`src/rtl/mem_ctrl_pkg.sv`:
```
// Shared definitions for the cached memory controller: FSM states, SPI
// command bytes, the full-word transfer size and a constant clog2 helper.
package mem_ctrl_pkg;

  typedef enum logic [2:0] {
    ST_IDLE,
    ST_LOOKUP,
    ST_HIT,
    ST_MISS,
    ST_DONE
  } state_t;

  localparam logic [2:0] NUM_BYTES_WORD = 3'd4;
  localparam logic [7:0] SPI_CMD_READ   = 8'h03;
  localparam logic [7:0] SPI_CMD_WRITE  = 8'h02;

  // Smallest r with 2**r >= v.
  function automatic int unsigned clog2(input int unsigned v);
    int unsigned r;
    r = 0;
    for (int unsigned i = 0; i < 32; i++) begin
      if ((32'd1 << i) < v) r = i + 1;
    end
    return r;
  endfunction

endpackage

```
`src/rtl/mem_cache_dm.sv`:
```
// Direct-mapped read cache, one 32-bit word per line.
// Ports: lookup_index/lookup_tag -> lookup_hit_c/lookup_data_c (combinational),
//        fill_* writes a line and marks it valid, inval_* clears a matching
//        valid line, flush clears every valid bit (wins over a same-cycle fill).
module mem_cache_dm
  import mem_ctrl_pkg::*;
#(
  parameter int unsigned LINES = 8,
  parameter int unsigned IDX_W = 3,
  parameter int unsigned TAG_W = 19
) (
  input  logic             clk,
  input  logic             rst_n,
  input  logic [IDX_W-1:0] lookup_index,
  input  logic [TAG_W-1:0] lookup_tag,
  output logic             lookup_hit_c,
  output logic [31:0]      lookup_data_c,
  input  logic             fill_en,
  input  logic [IDX_W-1:0] fill_index,
  input  logic [TAG_W-1:0] fill_tag,
  input  logic [31:0]      fill_data,
  input  logic             inval_en,
  input  logic [IDX_W-1:0] inval_index,
  input  logic [TAG_W-1:0] inval_tag,
  input  logic             flush
);

  logic [LINES-1:0] valid;
  logic [TAG_W-1:0] tags [LINES];
  logic [31:0]      data [LINES];

  assign lookup_hit_c  = valid[lookup_index] && (tags[lookup_index] == lookup_tag);
  assign lookup_data_c = data[lookup_index];

  // Valid bits: flush beats fill and invalidate.
  always_ff @(posedge clk or negedge rst_n) begin
    if (!rst_n) begin
      valid <= '0;
    end else if (flush) begin
      valid <= '0;
    end else begin
      if (inval_en && valid[inval_index] && (tags[inval_index] == inval_tag))
        valid[inval_index] <= 1'b0;
      if (fill_en)
        valid[fill_index] <= 1'b1;
    end
  end

  // Tag/data storage needs no reset; it is only read behind a valid bit.
  always_ff @(posedge clk) begin
    if (fill_en) begin
      tags[fill_index] <= fill_tag;
      data[fill_index] <= fill_data;
    end
  end

endmodule

```
`src/rtl/mem_external.sv`:
```
// SPI engine (mode 0): command byte, 24-bit address, then 1/2/4 data bytes,
// lowest address first, each byte MSB first. One SPI bit takes two clk cycles.
// addr[23]=0 selects flash on cs1, addr[23]=1 selects PSRAM on cs2.
// Ports: start (1-cycle) with is_write/num_bytes/addr/wdata -> done (1-cycle)
//        with rdata LSB-aligned; miso/sclk/mosi/cs1/cs2 to the devices.
module mem_external
  import mem_ctrl_pkg::*;
(
  input  logic        clk,
  input  logic        rst_n,
  input  logic        start,
  input  logic        is_write,
  input  logic [2:0]  num_bytes,
  input  logic [23:0] addr,
  input  logic [31:0] wdata,
  output logic        done,
  output logic [31:0] rdata,
  input  logic        miso,
  output logic        sclk,
  output logic        mosi,
  output logic        cs1,
  output logic        cs2
);

  logic        active;
  logic        phase;
  logic [62:0] tx;
  logic [31:0] rx;
  logic [31:0] rx_swap_c;
  logic [5:0]  bit_cnt;
  logic [5:0]  last_bit;
  logic [4:0]  shift_r;
  logic [7:0]  cmd_c;

  assign cmd_c     = is_write ? SPI_CMD_WRITE : SPI_CMD_READ;
  // First received byte lands in rx's top; reverse so it becomes bits [7:0].
  assign rx_swap_c = {rx[7:0], rx[15:8], rx[23:16], rx[31:24]};

  always_ff @(posedge clk or negedge rst_n) begin
    if (!rst_n) begin
      active   <= 1'b0;
      phase    <= 1'b0;
      tx       <= '0;
      rx       <= '0;
      bit_cnt  <= '0;
      last_bit <= '0;
      shift_r  <= '0;
      done     <= 1'b0;
      rdata    <= '0;
      sclk     <= 1'b0;
      mosi     <= 1'b0;
      cs1      <= 1'b1;
      cs2      <= 1'b1;
    end else begin
      done <= 1'b0;
      if (!active) begin
        if (start) begin
          active  <= 1'b1;
          phase   <= 1'b0;
          bit_cnt <= '0;
          rx      <= '0;
          tx      <= {cmd_c[6:0], addr, wdata[7:0], wdata[15:8], wdata[23:16], wdata[31:24]};
          mosi    <= cmd_c[7];
          cs1     <= addr[23];
          cs2     <= ~addr[23];
          case (num_bytes)
            3'd4:    begin last_bit <= 6'd63; shift_r <= 5'd0;  end
            3'd2:    begin last_bit <= 6'd47; shift_r <= 5'd16; end
            default: begin last_bit <= 6'd39; shift_r <= 5'd24; end
          endcase
        end
      end else if (!phase) begin
        // Rising sclk: device samples mosi, we sample miso it set up earlier.
        sclk  <= 1'b1;
        phase <= 1'b1;
        if (bit_cnt >= 6'd32) rx <= {rx[30:0], miso};
      end else begin
        sclk  <= 1'b0;
        phase <= 1'b0;
        if (bit_cnt == last_bit) begin
          active <= 1'b0;
          cs1    <= 1'b1;
          cs2    <= 1'b1;
          mosi   <= 1'b0;
          done   <= 1'b1;
          rdata  <= rx_swap_c >> shift_r;
        end else begin
          bit_cnt <= bit_cnt + 6'd1;
          mosi    <= tx[62];
          tx      <= {tx[61:0], 1'b0};
        end
      end
    end
  end

endmodule

```
`src/rtl/cached_mem_controller.sv`:
```
// External-memory front end: direct-mapped I/D read caches in front of the
// SPI engine, write-through with invalidate-on-store, flush, hit/miss counters.
// Ports: core side is_write/num_bytes/write_value/target_address/is_data_fetch/
//        start_request -> request_done/fetched_data; flush; hit_count/miss_count;
//        SPI side miso/sclk/mosi/cs1/cs2.
module cached_mem_controller
  import mem_ctrl_pkg::*;
#(
  parameter int unsigned ADDR_W    = 24,
  parameter int unsigned LINES     = 8,
  parameter bit          ICACHE_EN = 1'b1,
  parameter bit          DCACHE_EN = 1'b1,
  parameter int unsigned CNT_W     = 16
) (
  input  logic             clk,
  input  logic             rst_n,
  input  logic             miso,
  output logic             sclk,
  output logic             mosi,
  output logic             cs1,
  output logic             cs2,
  input  logic             is_write,
  input  logic [2:0]       num_bytes,
  input  logic [31:0]      write_value,
  input  logic [31:0]      target_address,
  input  logic             is_data_fetch,
  input  logic             start_request,
  output logic             request_done,
  output logic [31:0]      fetched_data,
  input  logic             flush,
  output logic [CNT_W-1:0] hit_count,
  output logic [CNT_W-1:0] miss_count
);

  localparam int unsigned IDX_W = clog2(LINES);
  localparam int unsigned TAG_W = ADDR_W - IDX_W - 2;

  state_t      state;
  logic        start_q, lat_write, lat_data, abort, flush_pend, done_r;
  logic [2:0]  lat_nb;
  logic [31:0] lat_addr, lat_wdata, data_r;
  logic        ext_done;
  logic [31:0] ext_rdata;
  logic        i_hit_c, d_hit_c;
  logic [31:0] i_data_c, d_data_c;
  logic        cacheable_c, lookup_hit_c, ext_start_c, fill_c, inval_c;
  logic [IDX_W-1:0] idx_c;
  logic [TAG_W-1:0] tag_c;
  logic        unused_addr_hi;

  assign idx_c          = lat_addr[IDX_W+1:2];
  assign tag_c          = lat_addr[ADDR_W-1:IDX_W+2];
  assign unused_addr_hi = ^lat_addr[31:24];

  assign cacheable_c  = !lat_write && (lat_nb == NUM_BYTES_WORD) && (lat_addr[1:0] == 2'b00)
                        && (lat_data ? DCACHE_EN : ICACHE_EN);
  assign lookup_hit_c = cacheable_c && (lat_data ? d_hit_c : i_hit_c);
  assign ext_start_c  = (state == ST_LOOKUP) && !lookup_hit_c;
  // A fill is dropped if the core gave up or a flush arrived during the miss.
  assign fill_c  = (state == ST_MISS) && ext_done && cacheable_c && start_request
                   && !abort && !flush_pend;
  assign inval_c = (state == ST_MISS) && ext_done && lat_write;

  assign request_done = done_r & start_request;
  assign fetched_data = start_request ? data_r : 32'd0;

  mem_cache_dm #(.LINES(LINES), .IDX_W(IDX_W), .TAG_W(TAG_W)) u_icache (
    .clk(clk), .rst_n(rst_n),
    .lookup_index(idx_c), .lookup_tag(tag_c),
    .lookup_hit_c(i_hit_c), .lookup_data_c(i_data_c),
    .fill_en(fill_c && !lat_data), .fill_index(idx_c), .fill_tag(tag_c), .fill_data(ext_rdata),
    .inval_en(inval_c), .inval_index(idx_c), .inval_tag(tag_c),
    .flush(flush)
  );

  mem_cache_dm #(.LINES(LINES), .IDX_W(IDX_W), .TAG_W(TAG_W)) u_dcache (
    .clk(clk), .rst_n(rst_n),
    .lookup_index(idx_c), .lookup_tag(tag_c),
    .lookup_hit_c(d_hit_c), .lookup_data_c(d_data_c),
    .fill_en(fill_c && lat_data), .fill_index(idx_c), .fill_tag(tag_c), .fill_data(ext_rdata),
    .inval_en(inval_c), .inval_index(idx_c), .inval_tag(tag_c),
    .flush(flush)
  );

  mem_external u_ext (
    .clk(clk), .rst_n(rst_n),
    .start(ext_start_c), .is_write(lat_write), .num_bytes(lat_nb),
    .addr(lat_addr[23:0]), .wdata(lat_wdata),
    .done(ext_done), .rdata(ext_rdata),
    .miso(miso), .sclk(sclk), .mosi(mosi), .cs1(cs1), .cs2(cs2)
  );

  // Request FSM and counters.
  always_ff @(posedge clk or negedge rst_n) begin
    if (!rst_n) begin
      state      <= ST_IDLE;
      start_q    <= 1'b0;
      lat_write  <= 1'b0;
      lat_data   <= 1'b0;
      lat_nb     <= '0;
      lat_addr   <= '0;
      lat_wdata  <= '0;
      abort      <= 1'b0;
      flush_pend <= 1'b0;
      done_r     <= 1'b0;
      data_r     <= '0;
      hit_count  <= '0;
      miss_count <= '0;
    end else begin
      start_q <= start_request;
      case (state)
        ST_IDLE: begin
          done_r <= 1'b0;
          if (start_request && !start_q) begin
            lat_write <= is_write;
            lat_data  <= is_data_fetch;
            lat_nb    <= num_bytes;
            lat_addr  <= target_address;
            lat_wdata <= write_value;
            state     <= ST_LOOKUP;
          end
        end
        ST_LOOKUP: begin
          flush_pend <= flush;
          abort      <= !start_request;
          if (lookup_hit_c) begin
            state  <= ST_HIT;
            done_r <= 1'b1;
            data_r <= lat_data ? d_data_c : i_data_c;
            if (hit_count != '1) hit_count <= hit_count + CNT_W'(1);
          end else begin
            state <= ST_MISS;
            if (cacheable_c && (miss_count != '1)) miss_count <= miss_count + CNT_W'(1);
          end
        end
        ST_MISS: begin
          if (flush) flush_pend <= 1'b1;
          if (!start_request) abort <= 1'b1;
          if (ext_done) begin
            data_r <= ext_rdata;
            if (abort || !start_request) begin
              state <= ST_IDLE;
            end else begin
              done_r <= 1'b1;
              state  <= ST_DONE;
            end
          end
        end
        ST_HIT, ST_DONE: begin
          if (!start_request) begin
            done_r <= 1'b0;
            state  <= ST_IDLE;
          end
        end
        default: state <= ST_IDLE;
      endcase
    end
  end

endmodule

```
`config.mk`:
```
export PLATFORM = sky130hd
export DESIGN_NAME = cached_mem_controller
export DESIGN_NICKNAME = d
export VERILOG_FILES = /design/src/rtl/mem_ctrl_pkg.sv /design/src/rtl/mem_cache_dm.sv /design/src/rtl/mem_external.sv /design/src/rtl/cached_mem_controller.sv
export SDC_FILE = /design/constraint.sdc
export NUM_CORES = 1
export LEC_CHECK = 0
export BUFFER_PORTS_ARGS = -buffer_cell sky130_fd_sc_hd__buf_2
export CORE_ASPECT_RATIO = 1.5
export CORE_MARGIN = 4
export CORE_UTILIZATION = 56
export CTS_CLUSTER_DIAMETER = 50
export CTS_CLUSTER_SIZE = 20
export DETAILED_ROUTE_END_ITERATION = 8
export PLACE_DENSITY = 0.75
export SYNTH_ARGS = -nofsm -noshare
export SYNTH_HDL_FRONTEND = slang
export SYNTH_SLANG_ARGS = --single-unit
```
`constraint.sdc`:
```
create_clock -name clk -period 3.45 [get_ports clk]
set_input_delay 0.5175 -clock clk [delete_from_list [all_inputs] [get_ports clk]]
set_output_delay 0.5175 -clock clk [all_outputs]
set_load 0.01 [all_outputs]
```
After elaboration in Yosys (flattened, before gate mapping) --
Memories as Yosys holds them, arrays and structs flattened. Cells that the tools add are included. Widths: inputs -> output; s select.
Storage, ports and cells: bits in registers 299, RAM bits 816, input port bits 74, output and inout bits 69, logic and storage cells 194, memories kept 4
Operators by class: add/sub/neg operators 3, $lt $le $gt $ge 3, equality and inequality tests 23, shift operators 1, mux-type cells 74, bitwise operators 9, reduce and logical (&&, ||, !) cells 49
Memory list:
- u_dcache.data | words 8, width 32, rd ports 1, clocked after memory_dff 0, wr ports 1, line mem_cache_dm.sv:30 | logic [31:0] data [LINES];
- u_icache.data | words 8, width 32, rd ports 1, clocked after memory_dff 0, wr ports 1, line mem_cache_dm.sv:30
- u_dcache.tags | words 8, width 19, rd ports 1, clocked after memory_dff 0, wr ports 1, line mem_cache_dm.sv:29 | logic [TAG_W-1:0] tags [LINES];
- u_icache.tags | words 8, width 19, rd ports 1, clocked after memory_dff 0, wr ports 1, line mem_cache_dm.sv:29
Operators by type and width (count):
- $mux 32 | 8
- $mux 63 | 4
- $mux 8 | 8
- $pmux 32 s2 | 1
- $eq 19x19->1 | 2
- $mux 1 | 36
- $add 16x1->16 const B | 2
- $ne 16x16->1 const B | 2
- $shr 32x5->32 | 1
- $mux 6 | 4
- $reduce_and 3->1 | 8
- $ne 2x2->1 const B | 11
- $logic_and 1x1->1 | 21
- $pmux 5 s2 | 2
- $and 8x8->8 | 2
- $or 8x8->8 | 2
- $mux 3 | 4
- $pmux 3 s4 | 1
- $reduce_and 2->1 | 5
- $eq 3x2->1 const B | 3
- $not 8->8 | 1
- $logic_not 1->1 | 7
- $add 6x1->6 const B | 1
- $bmux 1 s3 | 2
- 19 further kinds | 24

Logic depth before layout (Yosys ltp) --
Gate-level depths: netlist of run 1.
word-level depth 11, gate-level depth with buffers 17, gate-level depth less buffers 9

Modules after synthesis --
A second synthesis of run 1 with hierarchy kept.
Unflattened totals: cells, all modules 3132, area total of the unflattened synthesis 49037.0 um2
By module, submodules not included:
- mem_cache_dm at u_icache | times used 1, cells each 835, area each 17503.0 um2, seq. area each 12451.9 um2
- mem_cache_dm at u_dcache | times used 1, cells each 855, area each 17499.3 um2, seq. area each 12451.9 um2
- mem_external | times used 1, cells each 880, area each 7828.8 um2, seq. area each 3631.0 um2
- cached_mem_controller | times used 1, cells each 562, area each 6206.0 um2, seq. area each 3303.2 um2

Worst setup path after synthesis of run 1 --
Ideal clock, no wire load.
kind register to register, start reg lat_addr[2], end reg data_r[27], library setup time 0.125 ns, data arrival time 3.569 ns, required time 3.325 ns, slack -0.244 ns, cell stages (with the launch flop) 16, path buffers 6, period minus slack after synthesis 3.694 ns, path through dfrtp_1 -> buf_6 -> buf_2 -> buf_6 -> mux2_2 -> a221oi_1 -> o22ai_1 -> xor2_1 -> a2111o_1 -> or2_2 -> o22a_1 -> buf_6 -> and2_4 -> buf_6 -> buf_6 -> mux2_4
Between the ends: longest elaborated chain between the ends 7, elaborated cells between the ends (all ways) 19, those cells by class eq/ne (3); mux (8); reduce/logical (4); memory (4)
Ends and longest elaborated chain:
- start, declared | line cached_mem_controller.sv:41 | logic [31:0] lat_addr, lat_wdata, data_r;
- start signal, assigned | line cached_mem_controller.sv:118 | lat_addr <= target_address;
- $mem_v2 8x19 or $bmux 1 s3 (tied branches)
- $eq 19x19->1 or $mux 1 (tied branches) | line mem_cache_dm.sv:32 | assign lookup_hit_c = valid[lookup_index] && (tags[lookup_index] == lookup_tag);
- $logic_and 1x1->1 | line mem_cache_dm.sv:32
- $mux 1 | line cached_mem_controller.sv:57 | assign lookup_hit_c = cacheable_c && (lat_data ? d_hit_c : i_hit_c);
- $logic_and 1x1->1 | line cached_mem_controller.sv:57
- $ne 2x2->1 (no source line)
- $reduce_and 3->1 (no source line)
- end signal, assigned | line cached_mem_controller.sv:129 | data_r <= lat_data ? d_data_c : i_data_c;
- end signal, assigned | line cached_mem_controller.sv:140 | data_r <= ext_rdata;
- end, declared | line cached_mem_controller.sv:41
Parallel ways exist; a longest one is shown, timed or not. The select of a mux whose other input is x is not followed. A chain may end at the register's enable or synchronous reset.

Final worst setup path of run 1 --
start reg lat_addr[2], end reg data_r[5]
Same word-level chain as after synthesis.

==> flow_metrics.env, run 1 <==
export IMPL_core_mm2=0.0799
export IMPL_ys_flop_type="edfxtp_1"
export IMPL_peakVddDrop_mv=0.497
export IMPL_post_route_period_util=1.11
export IMPL_vias_per_cell=6.43
export IMPL_post_dp_hpwl_um=77100
export IMPL_rrSetupSlack_ns=-0.37
export IMPL_outcome="finished, violations left"
export IMPL_synth_top_area_frac=0.544
export IMPL_path_cells="buf_12 > mux4_2 > mux2i_2 > xnor2_2 > nand3b_1 > or4_4 > or4_4 > o22a_4 > and2_4 > buf_12 > mux2_4"
export IMPL_antenna_left=0
export IMPL_timing_rr_start="lat_addr[2]"
export IMPL_max_freq_mhz=262
export IMPL_p_leak_nw=19.2
export IMPL_vias=28100
export IMPL_clkSinkCount=1109
export IMPL_die_h_um=355
export IMPL_rsz0062_at_grt="yes"
export IMPL_area_growth_pct=14.7
export IMPL_ys_seq_area_frac=0.707
export IMPL_layout_nets=3345
export IMPL_grt_max_degree=90
export IMPL_crit_path_end_kind="flop"
export IMPL_path_max_fanout=17
export IMPL_grt_overflow=0
export IMPL_grt_pass1_vias=28500
export IMPL_slew_viol_final=0
export IMPL_die_w_um=240
export IMPL_reg2reg_to="data_r[5]"
export IMPL_start_util=0.564
export IMPL_synthTopCellsByArea="edfxtp_1 (54%), dfrtp_1 (16%), mux2i_1 (4.3%)"
export IMPL_routabilityCongestion=0.891
export IMPL_drt_total_wl_um=125000
export IMPL_worst_slack_ns=-0.365
export IMPL_grt_use_total=0.286
export IMPL_synth_enable_flop_cells=816
export IMPL_netlist_area_mm2=0.0450
export IMPL_drc=0
export IMPL_fp_dieArea_mm2=0.0851
export IMPL_crit_path_start_kind="flop"
export IMPL_synth_cell_type_count=78
export IMPL_period_needed_ns=3.82
export IMPL_first_pass_iters=6
export IMPL_netlist_instances=2987
export IMPL_ys_ff_latch=1109
export IMPL_synth_async_sr_flop_share=0.264
export IMPL_drv_cap=0
export IMPL_finalPower_mw=41.1
export IMPL_wl_per_cell_um=28.6
export IMPL_syn_num_nets=3065
export IMPL_relSlewSlack=0.228
export IMPL_drtIter0Drc=3310
export IMPL_hold_end="u_ext.rx[0]"
export IMPL_finalHoldViolations=0
export IMPL_crit_path_top_delay_cell="or4_4"
export IMPL_holdCritStartpoint="miso"
export IMPL_synth_top_area_cell="edfxtp_1"
export IMPL_cts_tree="yes"
export IMPL_finalSetupViolCount=184
export IMPL_crit_type="flop to flop"
export IMPL_drive_gt1_frac=0.244
export IMPL_mostFrequentLayoutCell="edfxtp_1"
export IMPL_grt_pass1_wl_um=181000
export IMPL_insertion_delay_ns=0.65
export IMPL_cts_root_buffer="clkbuf_16"
export IMPL_violations="setup timing"
export IMPL_postLayoutCoreUtil=0.647
export IMPL_antenna_found_initial=4
export IMPL_clk_pin_slew_ns=0.08
export IMPL_tightest_slew_ns=1.16
export IMPL_portBuffers=134
export IMPL_syn_area_per_cell_um2=15.1
export IMPL_layout_common_cells="edfxtp_1 (816), dfrtp_1 (287), nand2_1 (274)"
export IMPL_clock_skew_final_ns=0.0230
export IMPL_htree_levels=3
export IMPL_holdPathStages=3
export IMPL_r2r_worst_path_cells=11
export IMPL_arrival_ns=4.35
export IMPL_cp_required_ns=3.98
export IMPL_cts_max_path_buffers=3
export IMPL_cts_buffers=73
export IMPL_ios=143
export IMPL_hold_path_class="primary input to flop"
export IMPL_max_stage_delay_ns=0.52
export IMPL_placementRows=127
export IMPL_powerDensity_mw_per_mm2=794
export IMPL_yosys_warnings=0
## through the flow
| stage | setup TNS [ns] | hold slack (ns) | instance area [um^2] | instances | setup WS (ns) |
|---|---|---|---|---|---|
| final | -40.18 | 0.0692 | 51700 | 4362 | -0.365 |
| after CTS | -35.03 | 0.0359 | 51100 | 4344 | -0.302 |
| after floorplan | -1.94 | 0.222 | 45200 | 2987 | -0.0806 |
| after global routing | -57.57 | 0.0701 | 51700 | 4361 | -0.437 |
| after global placement | -67.05 | 0.469 | 48400 | 4194 | -0.529 |
| after detailed placement | -72.05 | 0.476 | 48400 | 4194 | -0.567 |
## Yosys cell counts (45+ instances only)
cell type and count:
mux2_2 116, nand2_1 275, nand2b_1 60, edfxtp_1 816
o21ai_0 155, dfrtp_1 291, xor2_1 48, clkbuf_1 120
mux4_2 45, a221oi_1 45, nor2_1 101, a21oi_1 123
mux2i_1 192, a22oi_1 64
## worst max-delay path, delay by kind of cell, from the launching register on
kind / cells / cell delay, ns
compound gates: 1 / 0.30
buf+inv: 2 / 0.33
mux: 3 / 1.03
flops: 1 / 0.47
simple gates: 4 / 1.40
xor+xnor: 1 / 0.12
## area by class of cell
type	instances	area [um^2]
multi-input combinational	1658	12800
timing repair buffer	393	3270
clock inverter	25	244
tap	1032	1290
sequential	1109	31900
antenna	3	7.51
fill	5494	28200
inverter	32	124
clock buffer	110	2110
## worst max-delay path by stage
stage           startpoint      endpoint  cells past startpoint
3_3_place_gp   lat_addr[2]     data_r[5]                     11
2_1_floorplan  lat_addr[2]    data_r[11]                     13
6_report       lat_addr[2]     data_r[5]                     11
5_1_grt        lat_addr[2]     data_r[5]                     12
4_1_cts        lat_addr[2]    data_r[13]                     11
3_5_place_dp   lat_addr[2]  hit_count[5]                     11
## power breakdown
group	leakage, nW	internal (mW)	total [mW]	switching, mW
logic	6.91	6.30	14.8	8.48
clock network	1.14	4.43	8.97	4.53
registers	11.1	16.0	17.3	1.35
total	19.2	26.7	41.1	14.4
## logic make-up (layout without fill, tap and decap cells)
logic type | after synthesis | after routing | share of synthesized area
compound gates | 562 | 563 | 0.0856
fa+ha+maj | 4 | 4 | 0.00111
mux | 378 | 378 | 0.102
flops | 1109 | 1109 | 0.707
other cells | 0 | 3 | 0
xor+xnor | 63 | 63 | 0.0122
buf+inv | 223 | 560 | 0.0228
simple gates | 648 | 650 | 0.0690
## registers in the layout, indices dropped and copies added (netlist names), 2 cells and up
name,flops
u_ext.tx,63
u_icache.valid,8
hit_count,16
lat_wdata,32
u_ext.shift_r,2
u_dcache.valid,8
u_icache.tags,152
lat_nb,3
u_icache.data,256
u_ext.bit_cnt,6
u_ext.rx,32
u_ext.last_bit,3
lat_addr,24
data_r,32
state,3
miss_count,16
u_dcache.tags,152
u_dcache.data,256
u_ext.rdata,32
## per-layer routing
metal  up-vias  global-route usage  wire length, um
met5         -                   0               11
met4         2               0.134             6370
met3       303              0.0466            10800
met2      1593               0.495            63900
met1     14300               0.354            43700
li1      11900                   -                -
## repair_timing
item                       CTS  global route
gates cloned                 2            11
buffers inserted            12             4
hold buffers                 1             0
resized for setup           78            84
pin swaps                   20            49
setup endpoints to repair  193           193
hold endpoints to repair    77             0
(Power assumes the default switching activity.)
==> run 2: changes to the inputs <==
--- a/config.mk
+++ b/config.mk
@@ -15,4 +15,5 @@
 export PLACE_DENSITY = 0.75
 export SYNTH_ARGS = -nofsm -noshare
 export SYNTH_HDL_FRONTEND = slang
+export SYNTH_HIERARCHICAL = 1
 export SYNTH_SLANG_ARGS = --single-unit
==> flow_metrics.env, run 2 <==
export IMPL_p_leak_nw=21.1
export IMPL_synth_cell_type_count=82
export IMPL_synth_top_area_cell="edfxtp_1"
export IMPL_yosys_warnings=6
export IMPL_core_mm2=0.0865
export IMPL_ys_seq_area_frac=0.649
export IMPL_grt_pass1_wl_um=197000
export IMPL_period_needed_ns=4.02
export IMPL_finalSetupViolCount=189
export IMPL_cts_max_path_buffers=3
export IMPL_crit_type="flop to flop"
export IMPL_syn_num_nets=3210
export IMPL_violations="setup timing"
export IMPL_rsz0062_at_grt="yes"
export IMPL_placementRows=132
export IMPL_drv_cap=0
export IMPL_cts_root_buffer="clkbuf_16"
export IMPL_placed_area_mm2=0.0533
export IMPL_synth_async_sr_flop_share=0.264
export IMPL_synth_enable_flop_cells=816
export IMPL_grt_pass1_vias=32000
export IMPL_drive_gt1_frac=0.323
export IMPL_synth_top_area_frac=0.500
export IMPL_cp_required_ns=4.01
export IMPL_path_max_fanout=6
export IMPL_tightest_slew_ns=1.16
export IMPL_r2r_worst_path_cells=19
export IMPL_insertion_delay_ns=0.69
export IMPL_grt_use_total=0.278
export IMPL_reg_top3="u_dcache/data: 256 flops, u_icache/data: 256 flops"
export IMPL_holdPathStages=2
export IMPL_arrival_ns=4.58
export IMPL_portBuffers=134
export IMPL_max_freq_mhz=248
export IMPL_antenna_found_initial=6
export IMPL_cts_buffers=84
export IMPL_finalHoldViolations=0
export IMPL_crit_path_end_kind="flop"
export IMPL_antenna_left=0
export IMPL_clkSinkCount=1109
export IMPL_syn_area_per_cell_um2=15.7
export IMPL_cp_num_cells=19
export IMPL_yosys_cell_count_top_type="edfxtp_1"
export IMPL_fp_dieArea_mm2=0.0925
export IMPL_grt_overflow=0
export IMPL_start_util=0.567
export IMPL_n_fill_cell=5669
export IMPL_netlist_top_cells_count="edfxtp_1 (816), dfrtp_1 (291), nand2_1 (238)"
export IMPL_htree_levels=3
export IMPL_post_dp_hpwl_um=78600
export IMPL_drc=0
export IMPL_vias_per_cell=6.60
export IMPL_die_w_um=250
export IMPL_crit_path_top_delay_cell="dfrtp_4"
export IMPL_first_pass_iters=5
export IMPL_path_cells="buf_12 > buf_12 > buf_8 > mux4_2 > mux2i_1 > buf_4 > xor2_1 > nand4_1 > nor4_4 > buf_4 > mux2_4 > a21oi_4 > nor2b_4 > nor2_4 > buf_12 > buf_12 > buf_16 > a221oi_2 > nand3_1"
export IMPL_area_growth_pct=17.9
export IMPL_slew_viol_final=0
export IMPL_synthTopCellsByArea="edfxtp_1 (50%), dfrtp_1 (15%), mux4_2 (10%)"
export IMPL_outcome="finished, violations left"
export IMPL_setup_tns_ns=-67.75
export IMPL_grt_max_degree=111
export IMPL_cts_tree="yes"
export IMPL_routabilityCongestion=0.885
export IMPL_ys_flop_type="edfxtp_1"
export IMPL_max_stage_delay_ns=0.53
export IMPL_peakVddDrop_mv=0.580
export IMPL_clk_pin_slew_ns=0.08
export IMPL_netlist_area_mm2=0.0490
export IMPL_worst_path_buf_inv=8
export IMPL_vias=30900
export IMPL_finalPower_mw=45.4
export IMPL_layout_common_cells="edfxtp_1 (816), dfrtp_1 (286), mux4_2 (229)"
export IMPL_die_h_um=370
export IMPL_cpMostUsedCell="buf_12"
export IMPL_relSlewSlack=0.225
export IMPL_clock_skew_final_ns=0.0331
export IMPL_drt_total_wl_um=129000
export IMPL_regArea_mm2=0.0319
export IMPL_drtIter0Drc=3242
export IMPL_wl_per_cell_um=27.6
export IMPL_ys_ff_latch=1109
export IMPL_layout_nets=3550
export IMPL_multi_input_area_mm2=0.0170
export IMPL_powerDensity_mw_per_mm2=784
export IMPL_ios=143
export IMPL_hold_path_class="primary input to flop"
export IMPL_mostFrequentLayoutCell="edfxtp_1"
export IMPL_path_delay_family="buffers and inverters"
export IMPL_post_route_period_util=1.17
export IMPL_worst_slack_ns=-0.575
export IMPL_netlist_instances=3132
export IMPL_crit_path_start_kind="flop"
export IMPL_stdcell_area_mm2=0.0578
==> run 2: final cells by class <==
| cell class | instances | share of cell area |
|---|---|---|
| Antenna cell | 1 | 0.0000433 |
| Clock buffer | 104 | 0.0386 |
| Clock inverter | 52 | 0.0106 |
| Inverter | 21 | 0.00136 |
| Multi-Input combinational cell | 1783 | 0.293 |
| Sequential cell | 1109 | 0.551 |
| Tap cell | 1139 | 0.0246 |
| Timing Repair Buffer | 473 | 0.0809 |
==> run 2: timing repair <==
item / CTS / global route
setup buffers: 38 / 4
cloned: 19 / 0
setup endpoints to repair: 193 / 193
hold buffers: 1 / 0
endpoints found under the hold margin: 63 / 0
pin swaps: 72 / 25
resized for setup: 186 / 26
==> run 2: report_power, final <==
group	switching, mW	internal (mW)	total, mW
Clock	5.06	5.08	10.1
Sequential	1.62	16.1	17.8
Combinational	9.15	8.32	17.5
Total	15.8	29.5	45.4
==> run 2: path summary, 6_finish.rpt <==
kind                           startpoint            end  slack (ns)
max                           lat_addr[2]   u_ext/tx[25]       -0.57
min                        write_value[1]   lat_wdata[1]        0.06
max reg2reg                   lat_addr[2]   u_ext/tx[25]       -0.57
min reg2reg                    data_r[11]     data_r[11]        0.48
max in group asynchronous           rst_n    lat_addr[4]        1.98
min in group asynchronous           rst_n  lat_wdata[14]        0.42
==> run 2: cell families after synthesis <==
group	after synthesis	synth area share
DFF	1109	0.649
and+or+nand+nor	790	0.0841
muxes	572	0.183
AOI/OAI and AO/OA	321	0.0444
buffers and inverters	240	0.0208
xor gates and xnor gates	95	0.0170
adders and majority gates	5	0.00122
==> run 2: through the flow <==
step / util / hold slack (ns) / cells / worst slack, ns
final: 0.668 / 0.0622 / 4682 / -0.575
after detailed placement: 0.616 / 0.465 / 4467 / -1.29
after global routing: 0.668 / 0.0430 / 4681 / -0.637
after CTS: 0.666 / 0.0152 / 4678 / -0.441
after floorplan: - / 0.222 / 3132 / -0.725
after global placement: 0.616 / 0.458 / 4467 / -1.31
==> run 2: per-layer routing <==
layer  wire length [um]  vias to the layer above  part of all wire  GRT usage
met5                 23                        -           0.00018          0
met4               5800                        6             0.045      0.113
met3              10800                      349             0.084     0.0418
met2              66500                     1705              0.51      0.484
met1              46100                    15900              0.36      0.355
li1                   -                    13000                 -          -
